**config.mk**
```make
export PLATFORM = sky130hd
export DESIGN_NAME = icache_ctrl
export DESIGN_NICKNAME = d
export VERILOG_FILES = /design/src/rtl/icache_ctrl_pkg.sv /design/src/rtl/icache_ctrl_array.sv /design/src/rtl/icache_ctrl.sv
export SDC_FILE = /design/constraint.sdc
export NUM_CORES = 1
export LEC_CHECK = 0
export BUFFER_PORTS_ARGS = -buffer_cell sky130_fd_sc_hd__buf_2
export CAP_MARGIN = 25
export CORE_UTILIZATION = 45
export CTS_CLUSTER_DIAMETER = 60
export DETAILED_ROUTE_END_ITERATION = 10
export PLACE_DENSITY_LB_ADDON = 0.05
export SLEW_MARGIN = 30
export SYNTH_ARGS = -nofsm -noshare
export SYNTH_HDL_FRONTEND = slang
export SYNTH_SLANG_ARGS = --single-unit
export TNS_END_PERCENT = 20
```
**constraint.sdc**
```tcl
create_clock -name clk -period 5.5 [get_ports clk]
set_input_delay 0.825 -clock clk [delete_from_list [all_inputs] [get_ports clk]]
set_output_delay 0.825 -clock clk [all_outputs]
set_load 0.01 [all_outputs]
```
**src/rtl/icache_ctrl_pkg.sv**
```systemverilog
// Shared definitions for the direct-mapped instruction cache.
// Widths, line count, FSM encodings and the RVC predicate.
// Optional build macro used by this block: ICACHE_C_PREFILL_EN.
package icache_ctrl_pkg;

  localparam int unsigned ADDR_WIDTH  = 32;
  localparam int unsigned INST_WIDTH  = 32;
  localparam int unsigned INDEX_WIDTH = 4;
  localparam int unsigned TAG_WIDTH   = 27;
  localparam int unsigned DEPTH       = 1 << INDEX_WIDTH;

  localparam logic [0:0] ICACHE_IDLE = 1'b0;
  localparam logic [0:0] ICACHE_MISS = 1'b1;

  // Anything whose low two bits are not 2'b11 is a 16-bit instruction.
  function automatic logic is_rvc(input logic [1:0] lo);
    return lo != 2'b11;
  endfunction

endpackage

```
**src/rtl/icache_ctrl_array.sv**
```systemverilog
// Line storage for icache_ctrl: valid/tag/data arrays with tag compare.
// Ports: clk, rst_in (async active-low, clears valid only),
//   rd_idx/rd_tag -> hit_c/rd_data_c (combinational lookup),
//   wr_en/wr_idx/wr_tag/wr_data/wr_pc (synchronous fill write).
// ICACHE_C_PREFILL_EN: a fill with a compressed low half also writes the
//   upper half into the line for PC+2, marked as a half line.
module icache_ctrl_array
  import icache_ctrl_pkg::*;
(
  input  logic                   clk,
  input  logic                   rst_in,
  input  logic [INDEX_WIDTH-1:0] rd_idx,
  input  logic [TAG_WIDTH-1:0]   rd_tag,
  output logic                   hit_c,
  output logic [INST_WIDTH-1:0]  rd_data_c,
  input  logic                   wr_en,
  input  logic [INDEX_WIDTH-1:0] wr_idx,
  input  logic [TAG_WIDTH-1:0]   wr_tag,
  input  logic [INST_WIDTH-1:0]  wr_data,
  input  logic [ADDR_WIDTH-1:0]  wr_pc
);

  logic [DEPTH-1:0]      valid;
  logic [TAG_WIDTH-1:0]  tags [DEPTH];
  logic [INST_WIDTH-1:0] data [DEPTH];

  assign rd_data_c = data[rd_idx];

`ifdef ICACHE_C_PREFILL_EN
  logic [DEPTH-1:0]       half;
  logic [ADDR_WIDTH-1:0]  pc2;
  logic [INDEX_WIDTH-1:0] idx2;
  logic [TAG_WIDTH-1:0]   tag2;
  logic                   wr2_en;
  logic                   unused_pc2;

  assign pc2        = wr_pc + ADDR_WIDTH'(2);
  assign idx2       = pc2[INDEX_WIDTH:1];
  assign tag2       = pc2[ADDR_WIDTH-1:INDEX_WIDTH+1];
  assign unused_pc2 = pc2[0];
  // Second write is dropped when PC+2 folds back onto the fill's own line.
  assign wr2_en     = wr_en && is_rvc(wr_data[1:0]) && (idx2 != wr_idx);

  // A half line only holds a usable instruction if that instruction is 16-bit.
  assign hit_c = valid[rd_idx] && (tags[rd_idx] == rd_tag) &&
                 (!half[rd_idx] || is_rvc(data[rd_idx][1:0]));

  // Valid bits: the only reset state in the array.
  always_ff @(posedge clk or negedge rst_in) begin
    if (!rst_in) begin
      valid <= '0;
    end else begin
      if (wr_en)  valid[wr_idx] <= 1'b1;
      if (wr2_en) valid[idx2]   <= 1'b1;
    end
  end

  // Tag/data/half payload, no reset.
  always_ff @(posedge clk) begin
    if (wr_en) begin
      tags[wr_idx] <= wr_tag;
      data[wr_idx] <= wr_data;
      half[wr_idx] <= 1'b0;
    end
    if (wr2_en) begin
      tags[idx2] <= tag2;
      data[idx2] <= {(INST_WIDTH/2)'(0), wr_data[INST_WIDTH-1:INST_WIDTH/2]};
      half[idx2] <= 1'b1;
    end
  end
`else
  logic unused_wr_pc;

  assign unused_wr_pc = ^wr_pc;
  assign hit_c        = valid[rd_idx] && (tags[rd_idx] == rd_tag);

  // Valid bits: the only reset state in the array.
  always_ff @(posedge clk or negedge rst_in) begin
    if (!rst_in) begin
      valid <= '0;
    end else if (wr_en) begin
      valid[wr_idx] <= 1'b1;
    end
  end

  // Tag/data payload, no reset.
  always_ff @(posedge clk) begin
    if (wr_en) begin
      tags[wr_idx] <= wr_tag;
      data[wr_idx] <= wr_data;
    end
  end
`endif

endmodule

```
**src/rtl/icache_ctrl.sv**
```systemverilog
// Direct-mapped instruction cache controller between ifetch and memory.
// Ports: clk, rst_in (async active-low), rdy_in (global enable), flush;
//   ifetch side: if2cache_en/PC in, cache2if_busy/rdy/inst/PC/is_c out;
//   memory side: cache2mem_upd_en/PC out, mem2cache_upd/idx/tag/PC/inst in.
// Optional build macro: ICACHE_C_PREFILL_EN (handled in icache_ctrl_array).
module icache_ctrl
  import icache_ctrl_pkg::*;
(
  input  logic                   clk,
  input  logic                   rst_in,
  input  logic                   rdy_in,
  input  logic                   flush,
  input  logic                   if2cache_en,
  input  logic [ADDR_WIDTH-1:0]  if2cache_PC,
  output logic                   cache2if_busy,
  output logic                   cache2if_rdy,
  output logic [INST_WIDTH-1:0]  cache2if_inst,
  output logic [ADDR_WIDTH-1:0]  cache2if_PC,
  output logic                   cache2if_is_c,
  output logic                   cache2mem_upd_en,
  output logic [ADDR_WIDTH-1:0]  cache2mem_PC,
  input  logic                   mem2cache_upd,
  input  logic [INDEX_WIDTH-1:0] mem2cache_idx,
  input  logic [TAG_WIDTH-1:0]   mem2cache_tag,
  input  logic [ADDR_WIDTH-1:0]  mem2cache_PC,
  input  logic [INST_WIDTH-1:0]  mem2cache_inst
);

  logic [0:0]            state, state_n;
  logic [ADDR_WIDTH-1:0] miss_pc, miss_pc_n;
  logic                  busy_n, rdy_n, is_c_n, upd_en_n;
  logic [INST_WIDTH-1:0] inst_n;
  logic [ADDR_WIDTH-1:0] pc_n, mem_pc_n;
  logic                  hit_c;
  logic [INST_WIDTH-1:0] rd_data_c;
  logic                  wr_en;
  logic                  unused_pc0;

  assign unused_pc0 = if2cache_PC[0];
  // Fills land even during flush; only rdy_in can hold them off.
  assign wr_en = mem2cache_upd && rdy_in;

  icache_ctrl_array u_array (
    .clk       (clk),
    .rst_in    (rst_in),
    .rd_idx    (if2cache_PC[INDEX_WIDTH:1]),
    .rd_tag    (if2cache_PC[ADDR_WIDTH-1:INDEX_WIDTH+1]),
    .hit_c     (hit_c),
    .rd_data_c (rd_data_c),
    .wr_en     (wr_en),
    .wr_idx    (mem2cache_idx),
    .wr_tag    (mem2cache_tag),
    .wr_data   (mem2cache_inst),
    .wr_pc     (mem2cache_PC)
  );

  // Next state and next output values; reply fields are zero unless delivering.
  always_comb begin
    state_n  = state;
    miss_pc_n = miss_pc;
    busy_n   = cache2if_busy;
    upd_en_n = cache2mem_upd_en;
    mem_pc_n = cache2mem_PC;
    rdy_n    = 1'b0;
    inst_n   = '0;
    pc_n     = '0;
    is_c_n   = 1'b0;
    if (flush) begin
      state_n  = ICACHE_IDLE;
      busy_n   = 1'b0;
      upd_en_n = 1'b0;
    end else begin
      case (state)
        ICACHE_IDLE: begin
          if (if2cache_en) begin
            if (hit_c) begin
              rdy_n  = 1'b1;
              inst_n = rd_data_c;
              pc_n   = if2cache_PC;
              is_c_n = is_rvc(rd_data_c[1:0]);
            end else begin
              state_n   = ICACHE_MISS;
              miss_pc_n = if2cache_PC;
              busy_n    = 1'b1;
              upd_en_n  = 1'b1;
              mem_pc_n  = if2cache_PC;
            end
          end
        end
        ICACHE_MISS: begin
          // Stale fills are written by the array but do not end the miss.
          if (mem2cache_upd && (mem2cache_PC == miss_pc)) begin
            state_n  = ICACHE_IDLE;
            busy_n   = 1'b0;
            upd_en_n = 1'b0;
            rdy_n    = 1'b1;
            inst_n   = mem2cache_inst;
            pc_n     = mem2cache_PC;
            is_c_n   = is_rvc(mem2cache_inst[1:0]);
          end
        end
        default: state_n = ICACHE_IDLE;
      endcase
    end
  end

  // State and output registers, frozen while rdy_in is low.
  always_ff @(posedge clk or negedge rst_in) begin
    if (!rst_in) begin
      state            <= ICACHE_IDLE;
      miss_pc          <= '0;
      cache2if_busy    <= 1'b0;
      cache2if_rdy     <= 1'b0;
      cache2if_inst    <= '0;
      cache2if_PC      <= '0;
      cache2if_is_c    <= 1'b0;
      cache2mem_upd_en <= 1'b0;
      cache2mem_PC     <= '0;
    end else if (rdy_in) begin
      state            <= state_n;
      miss_pc          <= miss_pc_n;
      cache2if_busy    <= busy_n;
      cache2if_rdy     <= rdy_n;
      cache2if_inst    <= inst_n;
      cache2if_PC      <= pc_n;
      cache2if_is_c    <= is_c_n;
      cache2mem_upd_en <= upd_en_n;
      cache2mem_PC     <= mem_pc_n;
    end
  end

endmodule

```
# After elaboration in Yosys (flattened, before gate mapping)
# Memory sizes are Yosys's and may differ from the RTL's.
# Cells that the tools add are included.
dict set report op_classes {
  shift 0
  bitwise_logic 4
  n_mux 36
  reduce_logical 6
  div 0
  n_mul 0
  magnitude_cmp 3
  n_eq_ne 7
  n_addsub 0
}
# operator n
set op_table {}
lappend op_table {{$mux W32} 8}
lappend op_table {{$pmux W32 S2} 2}
lappend op_table {{$eq A32 B32 Y1} 1}
lappend op_table {{$eq A27 B27 Y1} 1}
lappend op_table {{$mux W1} 20}
lappend op_table {{$or A16 B16 Y16} 1}
lappend op_table {{$lt A4 B5 Y1 const B} 2}
lappend op_table {{$pmux W1 S2} 4}
lappend op_table {{$ne A3 B3 Y1 const B} 2}
lappend op_table {{$reduce_and A5 Y1} 1}
lappend op_table {{$bmux W1 S4} 1}
lappend op_table {{$demux W1 S4} 1}
lappend op_table {{$ge A4 B1 Y1 const B} 1}
lappend op_table {{$logic_and A1 B1 Y1} 4}
lappend op_table {{$ne A2 B2 Y1 const B} 2}
lappend op_table {{$reduce_and A4 Y1} 1}
lappend op_table {{$ne A3 B2 Y1 const B} 1}
lappend op_table {{$not A1 Y1} 3}
dict set report totals {
  output_inout_bits 100
  ff_bits 116
  ram_bits 944
  latch_bits 0
  rom_bits 0
  memories 2
  word_cells 66
}
# memory depth width read_ports rd_clocked_by_memory_dff write_ports line_no
set mem_list {}
lappend mem_list {u_array.data 16 32 1 0 1 icache_ctrl_array.sv:25} ;# logic [INST_WIDTH-1:0] data [DEPTH];
lappend mem_list {u_array.tags 16 27 1 0 1 icache_ctrl_array.sv:24} ;# logic [TAG_WIDTH-1:0] tags [DEPTH];

# Longest topological paths before layout
# Gate-level depths: netlist of the first run.
dict set report depth {
  ltp_word 7
  mapped_depth 16
}

# Hierarchy
# A second synthesis of the first run with hierarchy kept.
dict set report unflattened {
  cells_unflattened 2013
  hier_area_um2 41822.6
}
# mod cells_per_inst seq_area_each_um2 area_per_inst_um2 instances
set modules_own_cells {}
lappend modules_own_cells {icache_ctrl_array 1595 28747.6 37146.9 1}
lappend modules_own_cells {icache_ctrl 418 2502.4 4675.7 1}

# Worst setup path before layout of the first run
# OpenSTA, ideal clock, no wires.
dict set report synth_path {
  path_kind {input-to-reg}
  startpoint {input mem2cache_idx[0]}
  endpoint {register u_array.valid[0]}
  t_arrival_ns 5.784
  slack_ns -0.374
  stages 3
  required_ns 5.410
  path_buffers 0
  path_cell_list {or3_1 > nor3_1 > or2_2}
}
dict set report synth_between {
  elab_chain_cells 5
  elab_cells_between_ends 6
  cone_classes {order compare (2); mux (2); bitwise (1); reduce/logical (1)}
}
# item line_no
set synth_rtl {}
lappend synth_rtl {{start: declaration} icache_ctrl.sv:23} ;# input logic [INDEX_WIDTH-1:0] mem2cache_idx,
lappend synth_rtl {{$lt A4 B5 Y1 (implied by the code) or $ge A4 B1 Y1 (tied branches)} icache_ctrl_array.sv:82} ;# valid[wr_idx] <= 1'b1;
lappend synth_rtl {{$logic_and A1 B1 Y1 (implied by the code)} icache_ctrl_array.sv:82}
lappend synth_rtl {{$mux W1 (implied by the code)} icache_ctrl_array.sv:82}
lappend synth_rtl {{$demux W1 S4 (*)} n/a}
lappend synth_rtl {{$or A16 B16 Y16 (no source line) (*)} n/a}
lappend synth_rtl {{end signal: assignment} icache_ctrl_array.sv:80} ;# valid <= '0;
lappend synth_rtl {{end signal: indexed assignment} icache_ctrl_array.sv:82}
lappend synth_rtl {{end: declaration} icache_ctrl_array.sv:23} ;# logic [DEPTH-1:0] valid;
# Every way passes the cells marked *; elsewhere a longest branch is shown, timed or not.
# A chain may end at the register's enable or synchronous reset.

# Worst setup path after layout of the first run
dict set report layout_path {
  startpoint {input if2cache_PC[1]}
  endpoint {register miss_pc[0]}
}
dict set report layout_between {
  elab_chain_cells 5
  elab_cells_between_ends 7
  cone_classes {eq/ne (1); mux (2); bitwise (1); reduce/logical (2); memory (1)}
}
# item line_no
set layout_rtl {}
lappend layout_rtl {{start: declaration} icache_ctrl.sv:14} ;# input logic [ADDR_WIDTH-1:0] if2cache_PC,
lappend layout_rtl {{$mem_v2 Z16 W27 or $bmux W1 S4 (tied branches)} n/a}
lappend layout_rtl {{$eq A27 B27 Y1 or $mux W1 (tied branches)} icache_ctrl_array.sv:75} ;# assign hit_c = valid[rd_idx] && (tags[rd_idx] == rd_tag);
lappend layout_rtl {{$logic_and A1 B1 Y1 (*)} icache_ctrl_array.sv:75}
lappend layout_rtl {{$not A1 Y1 (no source line) (*)} n/a}
lappend layout_rtl {{$reduce_and A5 Y1 (no source line) (*)} n/a}
lappend layout_rtl {{end signal: assignment} icache_ctrl.sv:121} ;# miss_pc <= miss_pc_n;
lappend layout_rtl {{end: declaration} icache_ctrl.sv:30} ;# logic [ADDR_WIDTH-1:0] miss_pc, miss_pc_n;
# Every way passes the cells marked *; elsewhere a longest branch is shown, timed or not. The select of a mux whose other input is x is not followed.

==> results of run 1 <==
-- metal layers --
| layer | vias up | GRT usage [%] | wire length, µm |
|---|---|---|---|
| met4 | 12 | 5.29 | 2010 |
| met5 | - | 0 | 79 |
| met3 | 150 | 4.87 | 6990 |
| met1 | 11400 | 34.0 | 48200 |
| met2 | 708 | 37.5 | 52400 |
| li1 | 8828 | - | - |
-- Yosys cell counts, drive strengths merged (5+ instances only) --
cell	instances	area, µm²
edfxtp	944	28300
mux4	237	5370
dfrtp	116	2900
a22oi	93	698
mux2i	88	881
o21ai	84	454
inv	64	240
buf	52	455
clkbuf	52	195
xnor2	43	377
mux2	34	488
xor2	31	272
nand2	27	101
nor2	22	82.6
or2	16	100
nor3	14	75.1
nor4	11	68.8
nand3	9	45.0
nand4	8	50.1
a21oi	7	35.0
a221oi	6	58.8
a31oi	5	31.3
-- registers in the layout (all words and copies together), names as in the netlist --
register / cells
u_array.data: 512
u_array.tags: 432
cache2if_PC: 32
cache2if_inst: 32
miss_pc: 32
u_array.valid: 16
cache2if_is_c: 1
cache2if_rdy: 1
cache2mem_upd_en: 1
state: 1
-- report_power, final --
group,internal (mW),switching [mW]
logic,0.521,0.688
registers,8.95,0.123
clock network,4.72,3.16
total,14.2,3.97
-- cell families after synthesis --
kind of cell | synth area share, %
multiplexers | 16.2
flip-flops | 75.1
buffers and inverters | 2.16
AO/OA/AOI/OAI | 3.41
AND/OR/NAND/NOR | 1.54
XOR/XNOR | 1.56
-- path summary, 6_finish.rpt --
check / start / end / slack (ns) / cells after the start
worst max register to register: u_array.tags[14][6]$_DFFE_PP_ / miss_pc[0]$_DFFE_PN0P_ / 1.64 / 10
worst min register to register: u_array.valid[11]$_DFFE_PN0P_ / u_array.valid[11]$_DFFE_PN0P_ / 0.46 / 1
min in group clk: if2cache_PC[29] / miss_pc[29]$_DFFE_PN0P_ / 0.39 / 2
max in group asynchronous: rst_in / cache2if_inst[11]$_DFFE_PN0P_ / 4.01 / 3
worst max-delay path: if2cache_PC[1] / miss_pc[0]$_DFFE_PN0P_ / 1.30 / 12
worst min-delay path: rst_in / cache2if_inst[31]$_DFFE_PN0P_ / 0.07 / 1
-- metrics by stage --
step                      hold WS (ns)  setup slack, ns  util [%]  instances
final                           0.0678             1.30      52.9       3592
after floorplan                  0.434           -0.186         -       1997
after global placement           0.446            0.639      48.4       3364
after global routing            0.0395             1.09      52.9       3589
after CTS                        0.241             1.30      52.8       3587
after detailed placement         0.450            0.569      48.6       3370
-- area by class of cell --
| cell class | instances | area, µm² |
|---|---|---|
| multi-input combinational | 767 | 9590 |
| sequential | 1060 | 31300 |
| clock buffer | 158 | 3120 |
| tap | 1186 | 1480 |
| timing repair buffer | 293 | 2010 |
| antenna | 3 | 7.51 |
| clock inverter | 59 | 758 |
| fill | 7201 | 43200 |
| inverter | 66 | 250 |
==> metrics.md, run 1 <==
| Metric | Value |
|---|---|
| Clk slew on worst S/H paths | about 0.060 ns |
| CTS tree | done |
| Net count after synthesis | 2130 |
| Seq cells post-synth | 1060 |
| Final worst-path cycle share | 76.3% |
| Die Span Y | 306 µm |
| Vias | 21100 |
| Leakage Power | 16.8 nW |
| Startpoint Class | primary input |
| Worst Path Buf+Inv | 3 |
| Ys async rst share | 10.9% |
| Worst EP required | 6.07 ns |
| Period minus WS final | about 4.2 ns |
| Least-Margin Pin Slew | between 0.9 and 1 ns |
| Synthesized area | about 42000 µm² |
| Synthesized area per cell | 20.8 µm² |
| CTS max path bufs | 3 |
| Fin area | 48500 µm² |
| Slowest-stage cell, CP | nor4_1 |
| Cells after Synth | 1997 |
| Resize count post-CTS | 0 |
| Post-CTS Setup Repair Bufs | 0 |
| Rel. slew slack | between 30% and 40% |
| Dpl hpwl | 59800 µm |
| Drt wl/cell | 30.5 µm |
| Max Freq | 238 MHz |
| Die ar. | roughly 94000 µm² |
| Hold buffer count at cts | 0 |
| Seq/Total Area, Yosys | 75.1% |
| Most common cell after layout, fill and taps aside | edfxtp_1 |
| Layout area overhead | 16.5% |
| Setup repair after global routing missed its margin | no |
| Post-route ant nets | 0 |
| Commonest cells after routing, fill and taps aside | 944 x edfxtp_1, 228 x mux4_2, 228 x buf_2 |
| Drt first pass iters | 5 |
| Max-Cap Viols | 0 |
| # setup viols final | 0 |
| Synth warn | 0 |
| Largest net degree at the start of global routing | 75 |
| Run status | complete, no violations |
| H-tree Lvls | 3 |
| Clk_lat worst skew | 0.69 ns |
| Clock Skews | 0.0267 ns |
| Synth cell types | 58 |
| CORE AREA | 91700 µm² |
| Tot GR Track Use | a little under a quarter |
| Initial Util | 45.4% |
| Iter 0 DRT Violations | 2040 |
| # IOs | 233 |
| Post-synth EDFFs | between 900 and 1000 |
| Root buf cell | clkbuf_16 |
| Clock sinks | 1060 |
| Number of global-route vias before repair | between 20000 and 25000 |
| Critical path peak fanout | 61 |
| Gpl congestion | 0.761 |
| CTS Buf Count | approximately 110 |
| Die Wd | around 310 µm |
| Layout cells sized above 1 | 32.4% |
| Worst hold path class | primary input to asynchronous set/reset pin |
| Crit path kind | primary input to flop |
| CP endpoint kind | flop |
| Final Hold Viols | 0 |
| Post-synth top flop | edfxtp_1 |
| Vias/cell | 5.87 |
| PwrDens | 375 nW/µm² |
| Drt total wl | around 110000 µm |
| IO buf count | 232 |
| First-pass GRT wire length | 157000 µm |
| CP Data Arrival Time | 4.77 ns |
| Final setup TNS | 0 ns |
| Final Total Pwr | ~18 mW |
| GRT Residual Overflow | 0 |
| Post-placement cell area | 44500 µm² |
| # rows | 111 |
| Cell Chain, Critical Path | buf_8, buf_12, mux4_2, mux2i_1, mux2i_1, xnor2_1, nand2_1, nor4_1, and4_1, a21bo_2, buf_12, mux2_2 |
| Final nets | approximately 2400 |
| Crit-path max cell delay | 0.63 ns |
| Peak supply drop | 0.000255 V |
| Final slew viol count | 0 |
| Worst path top cell family by delay | multiplexers |
| DRC errors left | 0 |
| Initial antenna violation count | 15 |
Power figures use the tool's default switching activity.
==> run 2: changes to the inputs <==
clock period = 4.2 ns   (was 5.5 ns; I/O delays follow)
==> metrics.md, run 2 (same netlist as run 1, synthesis figures left out) <==
| Metric | Value |
|---|---|
| Run status | complete, no violations |
| Post-route ant nets | 0 (unchanged) |
| R2R depth | 12 (+2) |
| Cell repeated most along the worst path | buf_12 |
| # IOs | 233 (unchanged) |
| Vias | 21100 (-0.0047%) |
| Final setup TNS | 0 ns (unchanged) |
| Crit path kind | primary input to flop |
| Most common cell after layout, fill and taps aside | edfxtp_1 |
| Largest net degree at the start of global routing | 73 (-2.7%) |
| FILL cells | 7244 (+0.60%) |
| Drt total wl | 111000 µm (+0.72%) |
| CTS Buf Count | 112 (-1.8%) |
| Initial antenna violation count | 10 (-5) |
| Number of global-route vias before repair | 22100 (+2.3%) |
| DRC errors left | 0 (unchanged) |
| Critical path peak fanout | 24 (-61%) |
| Post-route insts no fill | 3617 (+0.70%) |
| Clock sinks | 1060 (unchanged) |
| IO buf count | 232 (unchanged) |
| # rows | 111 (unchanged) |
| Largest registers | u_array.data (512), u_array.tags (432) |
| Drt first pass iters | 5 (unchanged) |
| CORE AREA | 91700 µm² (unchanged) |
| Dpl hpwl | 60300 µm (+0.88%) |
| Root buf cell | clkbuf_16 |
| Final Hold Viols | 0 (unchanged) |
| Die ar. | 93700 µm² (unchanged) |
| Post-CTS Setup Repair Bufs | 0 (unchanged) |
| Die Span Y | 306 µm (unchanged) |
| Drt wl/cell | 30.6 µm (about the same) |
| Fin area | 48600 µm² (+0.17%) |
| Pre-CTS worst setup slack | -0.0789 ns (-0.648 ns) |
| Peak supply drop | 0.000283 V (+11%) |
| Post-placement cell area | 44800 µm² (+0.65%) |
| CP endpoint kind | flop |
| Crit-path max cell delay | 0.49 ns (-0.14 ns) |
| Final worst-path cycle share | about 87% |
| Initial Util | 45.4% (unchanged) |
| CP Data Arrival Time | 4.19 ns (-0.58 ns) |
| Final slew viol count | 0 (unchanged) |
| First-pass GRT wire length | 158000 µm (+0.70%) |
| Least-Margin Pin Slew | 0.999 ns (+0.0510 ns) |
| Leakage Power | 16.9 nW (+0.52%) |
| Most flop-heavy register | u_array.data |
| Gpl congestion | 0.784 (+3.0%) |
| # setup viols final | 0 (unchanged) |
| Clk_lat worst skew | 0.68 ns (about the same) |
| GRT Residual Overflow | 0 (unchanged) |
| Tot GR Track Use | 23.9% (+0.20 points) |
| H-tree Lvls | 3 (unchanged) |
| Cell depth of the worst hold path | 2 |
| Setup repair after global routing missed its margin | no |
| Layout cells sized above 1 | 33.2% (+0.74 points) |
| Resize count post-CTS | 0 (unchanged) |
| Max reg flops | 512 (unchanged) |
| Worst EP required | 4.75 ns (-1.32 ns) |
| Final nets | 2461 (+1.1%) |
| Cell Chain, Critical Path | buf_8, buf_12, mux2i_1, a221oi_1, o21ai_0, and3_1, a2111o_1, nor4_1, buf_4, and4_1, a21bo_2, buf_12, mux2_2 |
| Startpoint Class | primary input |
| Clk slew on worst S/H paths | 0.06 ns (about the same) |
| Vias/cell | 5.82 (-0.70%) |
| PwrDens | 482 nW/µm² (+29%) |
| Max-Cap Viols | 0 (unchanged) |
| Worst hold path class | primary input to flop |
| CTS tree | done |
| Placed cells | 3399 (+0.86%) |
| Period minus WS final | 3.64 ns |
| Slowest-stage cell, CP | a221oi_1 |
| CTS max path bufs | 3 (unchanged) |
| Iter 0 DRT Violations | 1769 (-13%) |
| Hold_ws | 0.211 ns (+0.143 ns) |
| Commonest cells after routing, fill and taps aside | 944 x edfxtp_1, 228 x mux4_2, 228 x buf_2 |
| Final WS setup | 0.561 ns (-0.741 ns) |
| Die Wd | 306 µm (unchanged) |
| Max Freq | approximately 270 MHz |
| Clock Skews | 0.0216 ns (-0.00509 ns) |
| Rel. slew slack | 33.3% (-3.6 points) |
| Layout area overhead | 16.7% |
## run 2: area by class of cell
class	count	area [µm²]	area share, %
Multi-Input combinational cell	767	9590	19.8
Timing Repair Buffer	321	2260	4.65
Sequential cell	1060	31300	64.4
Clock buffer	148	3090	6.36
Inverter	66	250	0.515
Clock inverter	63	614	1.27
Antenna cell	6	15.0	0.0309
Tap cell	1186	1480	3.06
## run 2: worst max-delay path: cells and delay by family
kind	cells	cell delay, ns
compound gates	4	1.32
buf+inv	4	0.87
simple gates	3	0.85
mux	2	0.46
## run 2: stage by stage
| stage | total power, mW | util, % |
|---|---|---|
| 2_1_floorplan | 13.0 | - |
| 3_3_place_gp | 13.7 | 48.9 |
| 3_5_place_dp | 13.7 | 48.9 |
| 4_1_cts | 23.6 | 53.0 |
| 5_1_grt | 24.1 | 53.0 |
| 6_report | 23.4 | 53.0 |
## run 2: layer usage
layer  vias to the layer above  track usage [%]  part of all wire, %
met3                       125             4.83                  6.5
met2                       641             38.2                   48
met4                        10             5.50                  1.5
li1                       8880                -                    -
met5                         -                0                0.059
met1                     11400             33.9                   44
## run 2: where the power goes
group | switching (mW) | internal (mW)
Combinational | 0.922 | 0.708
Sequential | 0.165 | 11.7
Clock | 4.03 | 5.84
## run 2: final timing paths
path	from	endpoint	slack [ns]
hold reg to reg	u_array.valid[15]$_DFFE_PN0P_	u_array.valid[15]$_DFFE_PN0P_	0.46
min in group asynchronous	rst_in	cache2if_inst[21]$_DFFE_PN0P_	0.51
setup / recovery	if2cache_PC[1]	miss_pc[0]$_DFFE_PN0P_	0.56
hold / removal	if2cache_PC[29]	miss_pc[29]$_DFFE_PN0P_	0.21
max in group asynchronous	rst_in	cache2if_PC[13]$_DFFE_PN0P_	2.79
setup reg to reg	u_array.tags[13][6]$_DFFE_PP_	miss_pc[0]$_DFFE_PN0P_	0.57
## run 2: repair_timing
action | 4_1_cts | 5_1_grt
endpoints found under the setup margin | 0 | 0
endpoints found under the hold margin | 44 | 0
hold buffers | 1 | 0
==> run 3: changes to the inputs <==
GPL_TIMING_DRIVEN = 0   (was unset)
==> metrics.md, run 3 (same netlist as run 1, synthesis figures left out) <==
| Metric | Value |
|---|---|
| Run status | complete, no violations |
| Core Util, Final | 54.9% (+1.9 points) |
| # rows | 111 (unchanged) |
| Drt wl/cell | 31.9 µm (+4.3%) |
| Most common cell after layout, fill and taps aside | edfxtp_1 |
| Root buf cell | clkbuf_16 |
| Multi-input logic area | 9580 µm² (-0.13%) |
| Layout cells sized above 1 | 35.2% (+2.1 points) |
| Worst EP required | 4.79 ns (+0.04 ns) |
| CTS tree | done |
| Crit path kind | primary input to flop |
| Drt total wl | 119000 µm (+7.8%) |
| CTS Buf Count | 113 (+0.89%) |
| DRC errors left | 0 (unchanged) |
| Dpl hpwl | 82200 µm (+36%) |
| Layout area overhead | 21.0% |
| CORE AREA | 91700 µm² (unchanged) |
| Rel. slew slack | 28.7% (-4.6 points) |
| Drt first pass iters | 5 (unchanged) |
| Tot GR Track Use | 25.8% (+1.9 points) |
| Initial Util | 45.4% (unchanged) |
| Final setup TNS | 0 ns (unchanged) |
| Max Freq | 244 MHz (-11%) |
| Final nets | 2581 (+4.9%) |
| Startpoint Class | primary input |
| Worst reg2reg startpoint | miss_pc[28]$_DFFE_PN0P_ |
| HP Start | if2cache_PC[0] |
| Clk slew on worst S/H paths | 0.06 ns (about the same) |
| Register Area | 31300 µm² (unchanged) |
| Largest registers | u_array.data (512), u_array.tags (432) |
| Max-Cap Viols | 0 (unchanged) |
| Most flop-heavy register | u_array.data |
| Leakage Power | 17.8 nW (+5.0%) |
| Final worst-path cycle share | 97.5% (+11 points) |
| IO buf count | 229 (-1.3%) |
| Peak supply drop | 0.000311 V (+10%) |
| GRT Residual Overflow | 0 (unchanged) |
| Clk_lat worst skew | 0.70 ns (+0.02 ns) |
| Worst setup startpoint | if2cache_PC[2] |
| Gpl congestion | 0.784 (+0.10%) |
| Period minus WS final | 4.09 ns (+0.456 ns) |
| Pre-CTS worst setup slack | -1.35 ns (-1.27 ns) |
| Final WS setup | 0.106 ns (-0.456 ns) |
| Vias/cell | 5.89 (+1.1%) |
| Clock Skews | 0.0341 ns (+0.0125 ns) |
| Post-route insts no fill | 3738 (+3.3%) |
| Die Span Y | 306 µm (unchanged) |
| Largest net degree at the start of global routing | 70 (-4.1%) |
| Number of global-route vias before repair | 22300 (+1.3%) |
| CP Data Arrival Time | 4.68 ns (+0.49 ns) |
| Fin area | 50300 µm² (+3.7%) |
| Worst hold path class | primary input to flop |
| Final Total Pwr | 23.9 mW (+2.3%) |
| H-tree Lvls | 3 (unchanged) |
| Die Wd | 306 µm (unchanged) |
| Commonest cells after routing, fill and taps aside | 944 x edfxtp_1, 255 x buf_2, 228 x mux4_2 |
| Hold_ws | 0.189 ns (-0.0225 ns) |
| Die ar. | 93700 µm² (unchanged) |
| FILL cells | 7151 (-1.3%) |
| CTS max path bufs | 3 (unchanged) |
| Final Hold Viols | 0 (unchanged) |
| First-pass GRT wire length | 167000 µm (+5.7%) |
| PwrDens | 475 nW/µm² (-1.4%) |
| # setup viols final | 0 (unchanged) |
| Placed cells | 3518 (+3.5%) |
| Post-route ant nets | 0 (unchanged) |
| Iter 0 DRT Violations | 2252 (+27%) |
| # IOs | 233 (unchanged) |
| CP endpoint kind | flop |
| Least-Margin Pin Slew | 1.07 ns (+0.0709 ns) |
| Vias | 22000 (+4.5%) |
| Critical path peak fanout | 10 (-58%) |
| Final slew viol count | 0 (unchanged) |
| Max reg flops | 512 (unchanged) |
| Post-placement cell area | 46400 µm² (+3.5%) |
| Initial antenna violation count | 12 (+2) |
| Clock sinks | 1060 (unchanged) |
==> run 3: cell types whose count changed in the layout (fill, tap and decap cells not counted), moves of 9 or more <==
cell and delta:
clkbuf_1 +27, buf_6 +20, clkbuf_2 +19, clkbuf_8 +9
buf_2 +27, buf_4 -21, buf_16 +54, buf_8 +10
buf_12 -22
==> run 3: where the power goes <==
| part | switching [mW] | leakage [nW] | internal (mW) |
|---|---|---|---|
| combinational | 0.984 | 5.83 | 0.729 |
| clock | 4.16 | 1.91 | 6.17 |
| sequential | 0.157 | 10.0 | 11.7 |
| total | 5.30 | 17.8 | 18.6 |
==> run 3: cell type report <==
class | count | area share (%)
diodes | 4 | 0.0199
plain buffers | 104 | 1.37
clock buffers | 149 | 6.20
clock inverters | 66 | 1.54
inverters | 66 | 0.492
multi-input cells | 767 | 19.0
flip-flops and latches | 1060 | 62.1
well taps | 1186 | 2.95
repair buffers | 336 | 6.33
==> run 3: what timing repair did <==
| action | CTS | global route |
|---|---|---|
| setup buffers | 0 | 0 |
| endpoints found under the hold margin | 47 | 0 |
| gates resized for setup | 9 | 9 |
| endpoints found under the setup margin | 94 | 53 |
| hold buffers | 1 | 0 |
==> run 3: path summary, 6_finish.rpt <==
check | cells past startpoint | end | slack (ns)
max | 14 | cache2if_PC[17]$_DFFE_PN0P_ | 0.11
max in group asynchronous | 3 | cache2if_PC[17]$_DFFE_PN0P_ | 2.88
min reg2reg | 1 | u_array.valid[12]$_DFFE_PN0P_ | 0.47
min | 3 | cache2if_PC[0]$_DFFE_PN0P_ | 0.19
max reg2reg | 9 | cache2if_inst[10]$_DFFE_PN0P_ | 0.15
min in group asynchronous | 2 | cache2if_inst[24]$_DFFE_PN0P_ | 0.48
==> run 3: critical path, stage by stage <==
cell     delay [ns]
buf_2          0.22
buf_2          0.39
buf_2          0.36
mux4_2         0.35
mux2i_1        0.24
xnor2_1        0.12
o32ai_1        0.14
nand2_1        0.20
nor4_2         0.55
and4_1         0.35
nand3_1        0.38
buf_4          0.38
buf_6          0.20
o21ai_1        0.15
==> run 3: layer usage <==
metal,global-route usage [%],routed length (µm),up-vias
met4,5.98,2040,12
met5,0,64,-
met1,37.3,51100,11800
met2,39.8,55800,911
met3,6.03,10200,123
li1,-,-,9141
